### src/rtl/priority_irq_encoder.sv
// Registered N-to-log2(N) priority encoder: sticky request capture, per-line
// masking, fixed (MSB wins) or descending round-robin selection, valid/ack grant.
module priority_irq_encoder #(
   parameter int  N    = 16,
   parameter int  EDGE = 1,
   parameter int  RR   = 0,
   localparam int W    = $clog2(N)
) (
   input  logic         clk,
   input  logic         rst,
   input  logic [N-1:0] req,
   input  logic [N-1:0] mask,
   input  logic         ack,
   output logic [W-1:0] out_idx,
   output logic         valid,
   output logic [N-1:0] pending
);

   typedef enum logic [0:0] {IDLE = 1'b0, GRANT = 1'b1} state_t;

   function automatic logic [W-1:0] highest_idx(input logic [N-1:0] v);
      logic [W-1:0] idx;
      idx = {W{1'b0}};
      for (int i = 0; i < N; i++) begin
         if (v[i]) begin
            idx = W'(i);
         end
      end
      return idx;
   endfunction

   state_t       state_q, state_d;
   logic [N-1:0] req_q, req_d;
   logic [N-1:0] pending_q, pending_d;
   logic [W-1:0] out_idx_q, out_idx_d;
   logic         valid_q, valid_d;
   logic [W-1:0] last_q, last_d;

   logic [N-1:0] set_s;
   logic [N-1:0] clr_s;
   logic [N-1:0] elig_s;
   logic [N-1:0] below_s;
   logic [N-1:0] elig_lo_s;
   logic [W-1:0] winner_s;
   logic         take_s;

   // Capture, clear and eligibility; a set in the same cycle beats the clear.
   always_comb begin
      take_s = valid_q & ack;
      req_d  = req;
      clr_s  = {N{1'b0}};
      if (take_s) begin
         clr_s[out_idx_q] = 1'b1;
      end else begin
         clr_s = {N{1'b0}};
      end
      if (EDGE != 0) begin
         set_s = req & ~req_q;
      end else begin
         set_s = req;
      end
      pending_d = (pending_q & ~clr_s) | set_s;
      elig_s    = pending_q & mask & ~clr_s;
   end

   // Winner select; round-robin looks strictly below last, then wraps to the top.
   always_comb begin
      below_s = {N{1'b0}};
      for (int i = 0; i < N; i++) begin
         below_s[i] = (W'(i) < last_q);
      end
      elig_lo_s = elig_s & below_s;
      if ((RR != 0) && (elig_lo_s != {N{1'b0}})) begin
         winner_s = highest_idx(elig_lo_s);
      end else begin
         winner_s = highest_idx(elig_s);
      end
   end

   // Grant FSM: a grant is only replaced on ack, never revoked.
   always_comb begin
      state_d   = state_q;
      out_idx_d = out_idx_q;
      valid_d   = valid_q;
      last_d    = last_q;
      if (take_s) begin
         last_d = out_idx_q;
      end else begin
         last_d = last_q;
      end
      case (state_q)
         IDLE: begin
            if (elig_s != {N{1'b0}}) begin
               out_idx_d = winner_s;
               valid_d   = 1'b1;
               state_d   = GRANT;
            end else begin
               valid_d = 1'b0;
            end
         end
         GRANT: begin
            if (ack) begin
               if (elig_s != {N{1'b0}}) begin
                  out_idx_d = winner_s;
                  valid_d   = 1'b1;
               end else begin
                  valid_d = 1'b0;
                  state_d = IDLE;
               end
            end else begin
               valid_d = 1'b1;
            end
         end
         default: begin
            valid_d = 1'b0;
            state_d = IDLE;
         end
      endcase
   end

   // State registers with asynchronous reset.
   always_ff @(posedge clk or posedge rst) begin
      if (rst) begin
         state_q   <= IDLE;
         req_q     <= {N{1'b0}};
         pending_q <= {N{1'b0}};
         out_idx_q <= {W{1'b0}};
         valid_q   <= 1'b0;
         last_q    <= {W{1'b0}};
      end else begin
         state_q   <= state_d;
         req_q     <= req_d;
         pending_q <= pending_d;
         out_idx_q <= out_idx_d;
         valid_q   <= valid_d;
         last_q    <= last_d;
      end
   end

   assign out_idx = out_idx_q;
   assign valid   = valid_q;
   assign pending = pending_q;

endmodule

### config.mk
export PLATFORM = sky130hd
export DESIGN_NAME = priority_irq_encoder
export DESIGN_NICKNAME = d
export VERILOG_FILES = /design/src/rtl/priority_irq_encoder.sv
export SDC_FILE = /design/constraint.sdc
export NUM_CORES = 1
export LEC_CHECK = 0
export CAP_MARGIN = 5
export CORE_MARGIN = 4
export CORE_UTILIZATION = 49
export CTS_CLUSTER_DIAMETER = 80
export DETAILED_ROUTE_END_ITERATION = 16
export MAX_ROUTING_LAYER = met4
export PLACE_DENSITY_LB_ADDON = 0.25
export SLEW_MARGIN = 20
export SYNTH_ARGS = -nofsm -noshare
export SYNTH_HDL_FRONTEND = slang
export SYNTH_SLANG_ARGS = --single-unit
### constraint.sdc
create_clock -name clk -period 2.8 [get_ports clk]
set_input_delay 0.56 -clock clk [delete_from_list [all_inputs] [get_ports clk]]
set_output_delay 0.56 -clock clk [all_outputs]
set_load 0.005 [all_outputs]
==> results.toml <==
[floorplanning]
dieArea_um2 = 4570
rows = 21
ios = 56
die_y_um = 67.6
start_util_pct = 51.3
core_region_area_um2 = 3390
fp.dieW_um = 67.6

[pwr]
peakVddDrop_mv = 0.322
leakage_nw = 1.05
finalPower_w = 0.00130
power.density_nw_per_um2 = 543

[logic_synthesis]
syn_area_um2 = 1740
syn_inst = 177
synth.distinct_cells = 35
ys_seq_elements = 37
synth_nets = 212
ys_warn_count = 0
synth.avg_cell_area_um2 = 9.83
seq_area_frac_synth_pct = 53.2

[worst_hold_path]
min_path_type = "flip-flop to flip-flop"

[global_route]
grt_use_total_pct = 19.9
grt_pass1_wl_um = 6520
grt_overflow = 0
antenna_found_initial = 0
grt_pass1_vias = 1438
grt_max_degree = 38

[timing]
hold_viol = 0
period_needed_ps = 2450
clock.fmax_mhz = 409
drv_slew = 0
tightest_slew_ps = 456
fin_ws_ps = 355
fin_skew_ps = 7.55
fin_crit_sh_pct = 87.3
slew_headroom_pct = 69.6
rsz0062_at_grt = "false"
setup_viol = 0

[worst_setup_path]
crit_type = "primary input to flip-flop"
crit_buf_inv = 1
end_kind = "flip-flop"
slowest_stage = "clkdlybuf4s50_1"
cpLargestDelayFamily = "simple AND/OR/NAND/NOR gates"
required_ps = 3000
crit_chain = "clkdlybuf4s50_1 > and4bb_1 > a31oi_4 > nor4_2 > a41oi_2 > nor2_1 > a31oi_1"
cp-start-kind = "primary input"
cp_slowest_stage_delay_ps = 610
critPathMaxFanout = 9
critPathArrivalTime_ps = 2640

[cts]
cts_inserted_buffers = 5
htree_levels = 2
postCtsHoldBufs = 0
path_clk_slew_ps = 90
cts_setup_buffers = 0
worstSkewPairLatency_ps = 340
clock_path_buffers = 2
cts_tree = "yes"
cts.sinks = 37
cts_root_buffer = "clkbuf_4"
cts_resized = 0

[route]
post_drt_via_cell_ratio = 5.27
wirelength_um = 3930
post_drt_wl_per_cell_um = 13.8
vias = 1497
drc = 0
postRouteAntennaNets = 0
drt-pass1-iter-count = 4
drtIter0Drc = 51

[job]
cap_viol_max_count = 0

[placement]
io_buffers = 55
gp_congestion = 0.920
post-place-ws_ps = -12.9
dp_hpwl_um = 3090

[status]
status = "completed"

[cells_and_area]
syn2layout_area_growth_pct = 37.7
diodes = 0
layout-drive-gt1-share_pct = 8.82
fin_nets = 273
-- worst paths after layout --
check                                  startpoint                     end  slack, ps  depth (start not counted)
min reg2reg                   req_q[12]$_DFF_PP0_   pending[12]$_DFF_PP0_        420                          1
max                                           ack  out_idx[0]$_DFFE_PP0P_        350                          7
max reg2reg                out_idx[0]$_DFFE_PP0P_  out_idx[0]$_DFFE_PP0P_        560                          6
max in group asynchronous                     rst     req_q[12]$_DFF_PP0_       1860                          3
min in group asynchronous                     rst    pending[7]$_DFF_PP0_        620                          3
min                           req_q[12]$_DFF_PP0_   pending[12]$_DFF_PP0_        420                          1
-- power by group --
| group | total (W) | switching, W | internal, W | leakage (nW) |
|---|---|---|---|---|
| logic | 0.000380 | 0.000182 | 0.000197 | 0.630 |
| clock network | 0.000274 | 0.000156 | 0.000118 | 0.0314 |
| registers | 0.000649 | 0.0000620 | 0.000587 | 0.385 |
| total | 0.00130 | 0.000400 | 0.000903 | 1.05 |
-- layout make-up --
cell class / count / area [um2]
fill: 276 / 992
sequential: 37 / 926
multi-input combinational: 117 / 714
timing repair buffer: 58 / 573
inverter: 19 / 71.3
tap: 46 / 57.6
clock buffer: 7 / 55.1
-- cell usage in the layout (no fill, tap or decap), drive strengths merged --
cell and instances:
or2b 2, buf 3, a211oi 1, o211a 3
nand4 1, a41oi 1, and4 1, a21oi 15
and4b 2, nor4 4, and2b 1, inv 19
nor2b 2, or3 1, a21o 2, clkbuf 7
dfrtp 37, nand4b 3, clkdlybuf4s50 55, o311ai 1
o21ai 27, nand3 2, a31oi 4, nand2 29
o211ai 1, o31ai 1, nand2b 2, and4bb 1
o22ai 1, nor2 9
-- per-layer routing --
layer	track usage [%]	up-vias	part of all wire, %
met3	4.49	7	6.4
met4	5.32	0	1.0
met1	25.0	701	44
li1	-	735	-
met2	32.4	54	49
met5	-	-	0
-- worst reg2reg max path, cell delays in order, from the launching register on --
cell and delay [ps]:
dfrtp_1 590, nor2b_1 450, a21oi_1 230, nor4_4 350
a41oi_2 250, nor2_1 170, a31oi_1 70
-- per-stage QoR --
| stage | utilization [%] | hold WS, ps | TNS (ps) | instances | instance area, um2 |
|---|---|---|---|---|---|
| finish | 70.7 | 419 | 0 | 284 | 2400 |
| global route | 70.7 | 440 | 0 | 284 | 2400 |
| CTS | 70.7 | 422 | 0 | 284 | 2400 |
| detailed placement | 69.1 | 412 | -12.9 | 277 | 2340 |
| global placement | 69.1 | 401 | 0 | 277 | 2340 |
| floorplan | - | 400 | 0 | 177 | 1740 |
-- cell families after synthesis --
kind of cell / after synthesis / share of synthesized area [%]
AND/OR/NAND/NOR: 60 / 21.0
AO/OA/AOI/OAI: 57 / 20.1
flip-flops: 37 / 53.2
buffers and inverters: 23 / 5.75
-- flip-flops by register name (all words and copies together) (netlist names) --
| register | cells |
|---|---|
| out_idx | 4 |
| pending | 16 |
| req_q | 16 |
| valid | 1 |
-- cells in the mapped netlist (all sizes together) --
master / count / area, um2
and4b: 2 / 22.5
dfrtp: 37 / 926
nand4: 1 / 6.26
nand2: 29 / 109
and4: 1 / 10.0
nand4b: 3 / 26.3
a31oi: 4 / 40.0
and2b: 1 / 8.76
a41oi: 1 / 16.3
and4bb: 1 / 12.5
nor4: 4 / 76.3
o211a: 3 / 30.0
or2b: 2 / 16.3
inv: 19 / 71.3
o31ai: 1 / 7.51
or3: 1 / 6.26
o311ai: 1 / 8.76
a211oi: 1 / 7.51
o22ai: 1 / 6.26
nor2: 9 / 36.3
o211ai: 1 / 7.51
buf: 4 / 28.8
nor2b: 2 / 12.5
nand3: 2 / 10.0
a21o: 2 / 15.0
o21ai: 27 / 135
nand2b: 2 / 12.5
a21oi: 15 / 75.1
(Power assumes the default switching activity.)
